$ cat src/rtl/can_ahb_pkg.sv
// Shared types and helpers for the CAN-node AHB transmit master: bus transfer codes,
// the queued frame descriptor, FSM states and the per-beat word builder.
package can_ahb_pkg;

    typedef enum logic [1:0] {
        HTRANS_IDLE   = 2'b00,
        HTRANS_BUSY   = 2'b01,
        HTRANS_NONSEQ = 2'b10,
        HTRANS_SEQ    = 2'b11
    } htrans_e;

    typedef struct packed {
        logic [2:0]  dest;
        logic [10:0] id;
        logic [3:0]  dlc;
        logic [63:0] data;
    } can_desc_t;

    localparam int unsigned DESC_W = $bits(can_desc_t);

    typedef enum logic [2:0] {
        ST_IDLE  = 3'd0,
        ST_REQ   = 3'd1,
        ST_ADDR  = 3'd2,
        ST_BURST = 3'd3,
        ST_DATA  = 3'd4,
        ST_ABORT = 3'd5
    } state_e;

    function automatic logic [3:0] dlc_clamp(input logic [3:0] dlc);
        logic [3:0] c;
        if (dlc > 4'd8) begin
            c = 4'd8;
        end else begin
            c = dlc;
        end
        return c;
    endfunction

    // Header word always goes out; payload words only when they carry bytes.
    function automatic logic [1:0] beat_count(input logic [3:0] dlc);
        logic [3:0] c;
        logic [1:0] nb;
        c  = dlc_clamp(dlc);
        nb = 2'd1;
        if (c > 4'd0) begin
            nb = nb + 2'd1;
        end else begin
            nb = nb;
        end
        if (c > 4'd4) begin
            nb = nb + 2'd1;
        end else begin
            nb = nb;
        end
        return nb;
    endfunction

    function automatic logic [31:0] beat_word(input can_desc_t d, input logic [1:0] k,
                                              input logic [2:0] node);
        logic [31:0] w;
        case (k)
            2'd0:    w = {node, 9'b0, dlc_clamp(d.dlc), 5'b0, d.id};
            2'd1:    w = d.data[31:0];
            2'd2:    w = d.data[63:32];
            default: w = 32'h0000_0000;
        endcase
        return w;
    endfunction

endpackage

$ cat src/rtl/can_ahb_tx_master_fifo.sv
// Synchronous descriptor FIFO; the head entry stays put until the master pops it.
module can_desc_fifo
    import can_ahb_pkg::*;
#(
    parameter int unsigned DEPTH = 4
) (
    input  logic                          clk_i,
    input  logic                          rst_ni,
    input  logic                          push_i,
    input  logic [DESC_W-1:0]             wdata_i,
    input  logic                          pop_i,
    output logic [DESC_W-1:0]             rdata_o,
    output logic                          full_o,
    output logic                          empty_o,
    output logic [$clog2(DEPTH):0]        count_o
);

    localparam int unsigned PTR_W = $clog2(DEPTH);
    localparam int unsigned CNT_W = PTR_W + 1;

    logic [DESC_W-1:0] mem_q [DEPTH];
    logic [PTR_W-1:0]  wr_ptr_q;
    logic [PTR_W-1:0]  rd_ptr_q;
    logic [CNT_W-1:0]  count_q;
    logic              do_push_s;
    logic              do_pop_s;

    assign full_o    = (count_q == CNT_W'(DEPTH));
    assign empty_o   = (count_q == {CNT_W{1'b0}});
    assign count_o   = count_q;
    assign rdata_o   = mem_q[rd_ptr_q];
    assign do_push_s = push_i && !full_o;
    assign do_pop_s  = pop_i && !empty_o;

    // Pointers, occupancy and storage
    always_ff @(posedge clk_i or negedge rst_ni) begin
        if (!rst_ni) begin
            wr_ptr_q <= {PTR_W{1'b0}};
            rd_ptr_q <= {PTR_W{1'b0}};
            count_q  <= {CNT_W{1'b0}};
            for (int i = 0; i < int'(DEPTH); i++) begin
                mem_q[i] <= {DESC_W{1'b0}};
            end
        end else begin
            if (do_push_s) begin
                mem_q[wr_ptr_q] <= wdata_i;
                wr_ptr_q        <= wr_ptr_q + PTR_W'(1'b1);
            end
            if (do_pop_s) begin
                rd_ptr_q <= rd_ptr_q + PTR_W'(1'b1);
            end
            case ({do_push_s, do_pop_s})
                2'b10:   count_q <= count_q + CNT_W'(1'b1);
                2'b01:   count_q <= count_q - CNT_W'(1'b1);
                default: count_q <= count_q;
            endcase
        end
    end

endmodule

$ cat src/rtl/can_ahb_tx_master.sv
// AHB write master for one CAN node: queues frame descriptors and writes each one as a
// 1-3 beat burst into the destination node's receive window, retrying on grant loss.
module can_ahb_tx_master
    import can_ahb_pkg::*;
#(
    parameter int unsigned FIFO_DEPTH = 4,
    parameter logic [2:0]  NODE_ID    = 3'd0,
    parameter logic [15:0] BASE_HI    = 16'hF000,
    parameter logic [15:0] TX_OFFSET  = 16'h0000,
    parameter int unsigned RETRY_MAX  = 3
) (
    input  logic        HCLK,
    input  logic        HRESETn,
    input  logic        req_valid,
    output logic        req_ready,
    input  logic [2:0]  req_dest,
    input  logic [10:0] req_id,
    input  logic [3:0]  req_dlc,
    input  logic [63:0] req_data,
    output logic        mHBUSREQ,
    input  logic        mHGRANT,
    input  logic        mHREADY,
    output logic [31:0] mHADDR,
    output logic [1:0]  mHTRANS,
    output logic        mHWRITE,
    output logic [31:0] mHWDATA,
    output logic        tx_done,
    output logic        tx_err
);

    localparam int unsigned CNT_W   = $clog2(FIFO_DEPTH) + 1;
    localparam int unsigned RETRY_W = $clog2(RETRY_MAX + 2);

    state_e             state_q, state_d;
    logic [1:0]         beat_q, beat_d;
    logic [RETRY_W-1:0] retry_q, retry_d;
    logic               busreq_q, busreq_d;
    logic [31:0]        haddr_q, haddr_d;
    htrans_e            htrans_q, htrans_d;
    logic               hwrite_q, hwrite_d;
    logic [31:0]        hwdata_q, hwdata_d;
    logic               done_q, done_d;
    logic               err_q, err_d;

    logic               push_s;
    logic               pop_s;
    logic [DESC_W-1:0]  fifo_rdata_s;
    logic               fifo_full_s;
    logic               fifo_empty_s;
    logic [CNT_W-1:0]   fifo_count_s;
    can_desc_t          head_s;
    logic [1:0]         nb_s;
    logic               more_s;

    assign req_ready = !fifo_full_s;
    assign push_s    = req_valid && !fifo_full_s;
    assign head_s    = can_desc_t'(fifo_rdata_s);
    assign nb_s      = beat_count(head_s.dlc);
    // A full FIFO refuses the push, so a push alongside a pop only happens below full.
    assign more_s    = (fifo_count_s > CNT_W'(1'b1)) || push_s;

    can_desc_fifo #(
        .DEPTH (FIFO_DEPTH)
    ) u_fifo (
        .clk_i   (HCLK),
        .rst_ni  (HRESETn),
        .push_i  (push_s),
        .wdata_i ({req_dest, req_id, req_dlc, req_data}),
        .pop_i   (pop_s),
        .rdata_o (fifo_rdata_s),
        .full_o  (fifo_full_s),
        .empty_o (fifo_empty_s),
        .count_o (fifo_count_s)
    );

    // Next state, counters, and the registered bus outputs for the next cycle
    always_comb begin
        state_d = state_q;
        beat_d  = beat_q;
        retry_d = retry_q;
        pop_s   = 1'b0;
        done_d  = 1'b0;
        err_d   = 1'b0;
        case (state_q)
            ST_IDLE: begin
                if (!fifo_empty_s) begin
                    state_d = ST_REQ;
                end else begin
                    state_d = ST_IDLE;
                end
            end
            ST_REQ: begin
                if (mHGRANT) begin
                    state_d = ST_ADDR;
                    beat_d  = 2'd0;
                end else begin
                    state_d = ST_REQ;
                end
            end
            ST_ADDR, ST_BURST: begin
                if (!mHGRANT) begin
                    state_d = ST_ABORT;
                    beat_d  = 2'd0;
                    retry_d = retry_q + RETRY_W'(1'b1);
                end else if (mHREADY) begin
                    if ((beat_q + 2'd1) < nb_s) begin
                        state_d = ST_BURST;
                        beat_d  = beat_q + 2'd1;
                    end else begin
                        state_d = ST_DATA;
                    end
                end else begin
                    state_d = state_q;
                end
            end
            ST_DATA: begin
                if (!mHGRANT) begin
                    state_d = ST_ABORT;
                    beat_d  = 2'd0;
                    retry_d = retry_q + RETRY_W'(1'b1);
                end else if (mHREADY) begin
                    pop_s   = 1'b1;
                    done_d  = 1'b1;
                    beat_d  = 2'd0;
                    retry_d = {RETRY_W{1'b0}};
                    state_d = more_s ? ST_REQ : ST_IDLE;
                end else begin
                    state_d = ST_DATA;
                end
            end
            ST_ABORT: begin
                // retry_q already counts this loss, so exceeding the limit means exhausted.
                if (retry_q > RETRY_W'(RETRY_MAX)) begin
                    pop_s   = 1'b1;
                    err_d   = 1'b1;
                    retry_d = {RETRY_W{1'b0}};
                    state_d = more_s ? ST_REQ : ST_IDLE;
                end else begin
                    state_d = ST_REQ;
                end
            end
            default: begin
                state_d = ST_IDLE;
                beat_d  = 2'd0;
                retry_d = {RETRY_W{1'b0}};
            end
        endcase

        busreq_d = 1'b0;
        htrans_d = HTRANS_IDLE;
        hwrite_d = 1'b0;
        haddr_d  = 32'h0000_0000;
        hwdata_d = 32'h0000_0000;
        case (state_d)
            ST_REQ, ST_ABORT: begin
                busreq_d = 1'b1;
            end
            ST_ADDR, ST_BURST: begin
                busreq_d = 1'b1;
                hwrite_d = 1'b1;
                htrans_d = (state_d == ST_ADDR) ? HTRANS_NONSEQ : HTRANS_SEQ;
                haddr_d  = {BASE_HI | {13'd0, head_s.dest},
                            TX_OFFSET + {12'd0, beat_d, 2'b00}};
                if (state_d == ST_BURST) begin
                    hwdata_d = beat_word(head_s, beat_d - 2'd1, NODE_ID);
                end else begin
                    hwdata_d = 32'h0000_0000;
                end
            end
            ST_DATA: begin
                busreq_d = 1'b1;
                hwdata_d = beat_word(head_s, nb_s - 2'd1, NODE_ID);
            end
            default: begin
                busreq_d = 1'b0;
            end
        endcase
    end

    // State, counters and output registers
    always_ff @(posedge HCLK or negedge HRESETn) begin
        if (!HRESETn) begin
            state_q  <= ST_IDLE;
            beat_q   <= 2'd0;
            retry_q  <= {RETRY_W{1'b0}};
            busreq_q <= 1'b0;
            haddr_q  <= 32'h0000_0000;
            htrans_q <= HTRANS_IDLE;
            hwrite_q <= 1'b0;
            hwdata_q <= 32'h0000_0000;
            done_q   <= 1'b0;
            err_q    <= 1'b0;
        end else begin
            state_q  <= state_d;
            beat_q   <= beat_d;
            retry_q  <= retry_d;
            busreq_q <= busreq_d;
            haddr_q  <= haddr_d;
            htrans_q <= htrans_d;
            hwrite_q <= hwrite_d;
            hwdata_q <= hwdata_d;
            done_q   <= done_d;
            err_q    <= err_d;
        end
    end

    assign mHBUSREQ = busreq_q;
    assign mHADDR   = haddr_q;
    assign mHTRANS  = htrans_q;
    assign mHWRITE  = hwrite_q;
    assign mHWDATA  = hwdata_q;
    assign tx_done  = done_q;
    assign tx_err   = err_q;

endmodule

$ cat config.mk
export PLATFORM = sky130hd
export DESIGN_NAME = can_ahb_tx_master
export DESIGN_NICKNAME = d
export VERILOG_FILES = /design/src/rtl/can_ahb_pkg.sv /design/src/rtl/can_ahb_tx_master_fifo.sv /design/src/rtl/can_ahb_tx_master.sv
export SDC_FILE = /design/constraint.sdc
export NUM_CORES = 1
export LEC_CHECK = 0
export ABC_AREA = 1
export CAP_MARGIN = 20
export CORE_MARGIN = 3
export CORE_UTILIZATION = 31
export CTS_BUF_LIST = sky130_fd_sc_hd__clkbuf_8
export DETAILED_ROUTE_END_ITERATION = 8
export PLACE_DENSITY = 0.47
export SLEW_MARGIN = 20
export SYNTH_ARGS = -nofsm -noshare
export SYNTH_HDL_FRONTEND = slang
export SYNTH_SLANG_ARGS = --single-unit
$ cat constraint.sdc
create_clock -name HCLK -period 6.1 [get_ports HCLK]
set_input_delay 1.22 -clock HCLK [delete_from_list [all_inputs] [get_ports HCLK]]
set_output_delay 1.22 -clock HCLK [all_outputs]
set_load 0.05 [all_outputs]
-- Word-level counts from Yosys, hierarchy flattened
Index checks and enable logic that the tools add are counted.
- bits in registers: 413
- output and inout bits: 71
- word-level logic and storage cells: 123
- reduce and logical (&&, ||, !) cells: 18
- equal/unequal tests: 20
- muxes and demuxes: 47
- add/sub/neg operators: 9
- bitwise gates (word level): 3
- $lt $le $gt $ge: 9
- operators by type and width (kind ; count):
    $bwmux 328 ; 1
    $mux 82 ; 3
    $pmux 32 s3 ; 2
    $bmux 82 s2 ; 1
    $demux 82 s2 ; 1
    $mux 32 ; 2
    $pmux 32 s2 ; 1
    $mux 3 ; 9
    $mux 2 ; 10
    $eq 3x3->1 const B ; 5
    $pmux 3 s5 ; 1
    $eq 3x2->1 const B ; 4
    $pmux 3 s4 ; 1
    $mux 1 ; 11
    $add 2x1->2 const B ; 4
    $pmux 2 s4 ; 1
    $reduce_or 2->1 ; 4
    $add 3x1->3 const B ; 2
    $eq 2x1->1 const B ; 3
    $eq 2x2->1 const B ; 3
    $eq 3x1->1 const B ; 2
    $ge 3x3->1 const B ; 2
    $logic_not 3->1 ; 2
    $not 2->3 ; 2
    other kinds (22) ; 29

-- Longest topological paths before layout
- depth after elaboration: 20
- gate-level depth with buffers: 24
- depth with buffers taken out: 20

-- Cells and area by module
From an unflattened synthesis, not the netlist that was laid out.
- cell total of the unflattened synthesis: 2583
- area, all modules: 20164.3 µm²
- modules (own cells, without submodules) (module ; sequential area each (µm²) ; times used ; cells each ; area each (µm²)):
    can_desc_fifo ; 8383.0 ; 1 ; 2060 ; 16499.6
    can_ahb_tx_master ; 1251.2 ; 1 ; 523 ; 3664.8

-- Worst setup path before layout
No wires, ideal clock.
- path type: flip-flop to flip-flop
- start point: reg u_fifo.rd_ptr_q[0]
- end point: reg hwdata_q[2], in the netlist mHWDATA[2]
- required time: 5.983 ns
- path slack: 3.386 ns
- data arrival time: 2.597 ns
- period minus slack after synthesis: 2.714 ns
- cell stages (with the launch flop): 24
- library setup time: 0.117 ns
- cells stage by stage: dfrtp_1 buf_2 buf_2 nand2_1 nand3_1 nand2_1 inv_1 a21oi_1 ha_1 buf_2 inv_2 nand2_1 nand2_1 nand3_2 nand2_1 nand2_1 nand2_1 nand2_2 buf_6 buf_4 nand3_1 nand3_1 nand2_1 nand2_1
- cells in the longest elaborated chain, start to end: 20
- elaborated cells between the ends (all ways): 36
- classes of those cells: add/sub (3); order compare (4); eq/ne (7); mux (18); bitwise (1); reduce/logical (3)
- RTL lines (element ; line ; RTL):
    from (decl) ; can_ahb_tx_master_fifo.sv:23 ; logic [PTR_W-1:0] rd_ptr_q;
    from (signal assigned) ; can_ahb_tx_master_fifo.sv:39 ; rd_ptr_q <= {PTR_W{1'b0}};
    from (signal assigned) ; can_ahb_tx_master_fifo.sv:50 ; rd_ptr_q <= rd_ptr_q + PTR_W'(1'b1);
    $not 2->3 (implied by the code) * ; can_ahb_tx_master_fifo.sv:31 ; assign rdata_o = mem_q[rd_ptr_q];
    $bmux 82 s2 * ; can_ahb_tx_master_fifo.sv:31 ;
    $mux 82 (implied by the code) * (2 in a row) ; can_ahb_tx_master_fifo.sv:31 ;
    $gt 4x4->1 ; can_ahb_pkg.sv:32 ; if (dlc > 4'd8) begin
    $mux 4 ; can_ahb_pkg.sv:32 ;
    $gt 4x1->1 ; can_ahb_pkg.sv:46 ; if (c > 4'd0) begin
    $mux 2 ; can_ahb_pkg.sv:46 ;
    $add 2x1->2 ; can_ahb_pkg.sv:52 ; nb = nb + 2'd1;
    (+4 left out) ; -- ;
    $mux 2 ; can_ahb_tx_master.sv:101 ; if (!mHGRANT) begin
    $pmux 2 s4 ; can_ahb_tx_master.sv:84 ; case (state_q)
    $sub 2x1->2 ; can_ahb_tx_master.sv:165 ; hwdata_d = beat_word(head_s, beat_d - 2'd1, NODE_ID);
    $eq 2x2->1, or another cell as far along ; can_ahb_pkg.sv:62 ; case (k)
    $pmux 32 s3 ; can_ahb_pkg.sv:62 ;
    $mux 32 ; can_ahb_tx_master.sv:164 ; if (state_d == ST_BURST) begin
    $pmux 32 s2 * ; can_ahb_tx_master.sv:154 ; case (state_d)
    net hwdata_d[2] ; can_ahb_tx_master.sv:41 ; logic [31:0] hwdata_q, hwdata_d;
    to (signal assigned) ; can_ahb_tx_master.sv:201 ; hwdata_q <= hwdata_d;
    to (decl) ; can_ahb_tx_master.sv:41 ;
The timed path passes the listed nets; every way through them passes the cells marked *. The select of a mux whose other input is x is not followed.
A chain may end at the register's enable or synchronous reset.

-- Final worst setup path
- start point: reg u_fifo.rd_ptr_q[1]
- end point: reg hwdata_q[4], in the netlist mHWDATA[4]
Same word-level chain as after synthesis.

==> impl_metrics.yaml <==
synthesis:
  ys_seq_area_frac: 0.537
  synth_seq_cells: 385
  synth_cells: 2201
  syn_avg_cell_area_um2: 8.15
  syn_area_um2: 17900
  yosysUniqueCellTypes: 30
  ys_warn_count: 0
  yosys.area.top_type_share: 0.537
  yosys.area.top_type: "dfrtp_1"
  synth_area_leaders: "dfrtp_1 (54%), o21ai_0 (14%), nand2_1 (11%)"
floorplan:
  rows: 87
  core_area_um2: 56800
  die_w_um: 247
  dieArea_um2: 60800
  initial_utilization: 0.316
  ios: 158
  die_y_um: 247
placement:
  globalplace.congestion: 0.798
  portBuffers: 134
  dp_hpwl_mm: 32.6
  placed_cells: 2943
global_route:
  grt_pass1_vias: 14489
  grt_pass1_wl_mm: 84.8
  antenna_found_initial: 1
  grt_usage: 0.177
  grt_start_max_net_pins: 114
  grt_overflow: 0
timing:
  tightest_slew_ps: 1070
  fin_setup_tns_ps: 0
  slew_headroom: 0.283
  post-route-period-util: 0.754
  fmax_ghz: 0.217
  timing.final.hold_violations: 0
  period_needed_ps: 4600
  finalClockSkew_ps: 32.4
  finalSetupViolations: 0
  drv_slew: 0
  rsz0062_at_grt: "no"
clocking:
  clock_sinks: 385
  numCtsBuffers: 70
  hold_buffers: 0
  cts_tree: "built"
  cts_root_buffer: "clkbuf_8"
  postCtsSetupBuffers: 0
  max-clock-path-buffers: 3
  clk_pin_slew_ps: 60
  htreeDepth: 3
  worstSkewPairLatency_ps: 640
  cts_resized: 0
critical_path:
  crit_family: "simple AND/OR/NAND/NOR gates"
  critical_path.max_fanout: 50
  worstSetupPathType: "reg -> reg"
  critPathSlowestCell: "dfrtp_2"
  crit_path_start_kind: "flop"
  required_ps: 6660
  cp_data_arrival_time_ps: 5170
  crit_buf_inv: 1
  slowest_delay_ps: 1000
  end_kind: "flop"
  worstPathCellList: "inv_2, nand3_1, and2_1, a21oi_1, ha_1, ha_1, nand2_1, nand3_2, nand2_1, nand2_1, nand2_1, nand2_2, nor2_1, nor2_1, nand2_1, nand2_1"
  cpMostUsedCell: "nand2_1"
drt:
  drt-initial-drc-count: 1160
  viasPerCell: 4.93
  routed_wl_mm: 53.9
  first_pass_iters: 6
  detail-route-antenna-nets: 0
  drc_errors: 0
  vias: 15109
  wl_per_cell_um: 17.6
finish:
  fin_cells: 3062
  drive_above_1_share: 0.0577
  final_nets: 2362
  syn_to_final_growth_pct: 17.2
worst_hold_path:
  min_path_type: "reg -> reg"
power_and_ir_drop:
  p_leak_uw: 0.0100
  ir_worst_vdd_mv: 0.448
  power_per_cell_area_nw_per_um2: 597
job:
  drv_cap: 0
run_status:
  status: "finished, final reports clean"
[placed cells by master (no fill, tap or decap), types with 6 or more instances in the layout]
cell	count
clkbuf_8	85
o22ai_1	60
a21oi_1	6
a22o_1	17
conb_1	23
dfrtp_1	383
buf_4	12
ha_1	15
buf_12	8
o21ai_0	492
nor2_1	211
inv_1	132
nand2_1	513
clkdlybuf4s50_1	133
nand3_1	155
o21ai_1	19
[metrics by stage]
stage / area [um^2] / power, uW / worst slack (ps) / hold slack (ps) / util
2_1_floorplan: 18000 / 8350 / 3390 / 448 / -
3_3_place_gp: 19700 / 10100 / 1590 / 460 / 0.346
4_1_cts: 21000 / 12700 / 1480 / 482 / 0.370
6_report: 21000 / 12600 / 1500 / 474 / 0.370
5_1_grt: 21000 / 13600 / 1060 / 493 / 0.370
3_5_place_dp: 19700 / 10300 / 1520 / 467 / 0.346
[path summary, 6_finish.rpt]
check / start / endpoint / slack [ps] / depth (start not counted)
hold reg to reg: u_fifo.mem_q[139] / u_fifo.mem_q[139] / 470 / 2
min in group asynchronous: HRESETn / u_fifo.mem_q[87] / 680 / 1
setup reg to reg: u_fifo.rd_ptr_q[1] / mHWDATA[4] / 1500 / 16
max in group asynchronous: HRESETn / u_fifo.mem_q[26] / 4180 / 2
hold / removal: u_fifo.mem_q[139] / u_fifo.mem_q[139] / 470 / 2
setup / recovery: u_fifo.rd_ptr_q[1] / mHWDATA[4] / 1500 / 16
[worst register-to-register path, delay by kind of cell, from the launching register on]
family                   cells  cell delay, ps
adder cells (fa/ha/maj)      2             540
flip-flops                   1            1000
AND/OR/NAND/NOR             12            2250
AO/OA/AOI/OAI                1             110
buffers and inverters        1             660
[metal layers]
metal | vias up | part of all wire | wire, um | global-route usage
li1 | 7315 | - | - | -
met1 | 7278 | 0.49 | 26500 | 0.264
met2 | 455 | 0.43 | 23300 | 0.259
met3 | 61 | 0.058 | 3110 | 0.0334
met4 | 0 | 0.018 | 945 | 0.0540
met5 | - | 0 | 0 | 0
[cells in the mapped netlist (all sizes together)]
master	number
dfrtp	385
xnor2	2
inv	115
a21o	1
o21ai	512
o22ai	60
a22o	17
nand4	2
nor2	213
and2	1
and3	1
xor2	4
clkbuf	82
conb	1
nand3	156
ha	15
buf	107
nand2	518
o211ai	2
a21oi	7
[sequential cells by signal, indices dropped and copies added, names as in the netlist, 2 cells and up]
signal	count
mHADDR	6
retry_q	3
u_fifo.rd_ptr_q	2
u_fifo.count_o	3
u_fifo.mem_q	328
state_q	3
u_fifo.wr_ptr_q	2
mHWDATA	32
beat_q	2
[cells by family after synthesis]
kind of cell / synth area share
flops: 0.537
buf+inv: 0.0752
fa+ha+maj: 0.0105
xor+xnor: 0.00293
simple gates: 0.199
other cells: 0.000209
compound gates: 0.176
[power breakdown]
group	internal (uW)	leakage [uW]	switching [uW]	total, uW
registers	3690	0.00488	722	4410
clock network	1260	0.000770	1090	2350
logic	1820	0.00438	3970	5800
total	6770	0.0100	5790	12600
[layout make-up]
| class | count | area, um^2 |
|---|---|---|
| Fill cell | 5880 | 35800 |
| Sequential cell | 385 | 9640 |
| Multi-Input combinational cell | 1534 | 7080 |
| Timing Repair Buffer | 154 | 1600 |
| Clock buffer | 85 | 1170 |
| Tap cell | 756 | 946 |
| Inverter | 115 | 434 |
| Clock inverter | 32 | 155 |
| Antenna cell | 1 | 2.50 |
Power figures use the tool's default switching activity.
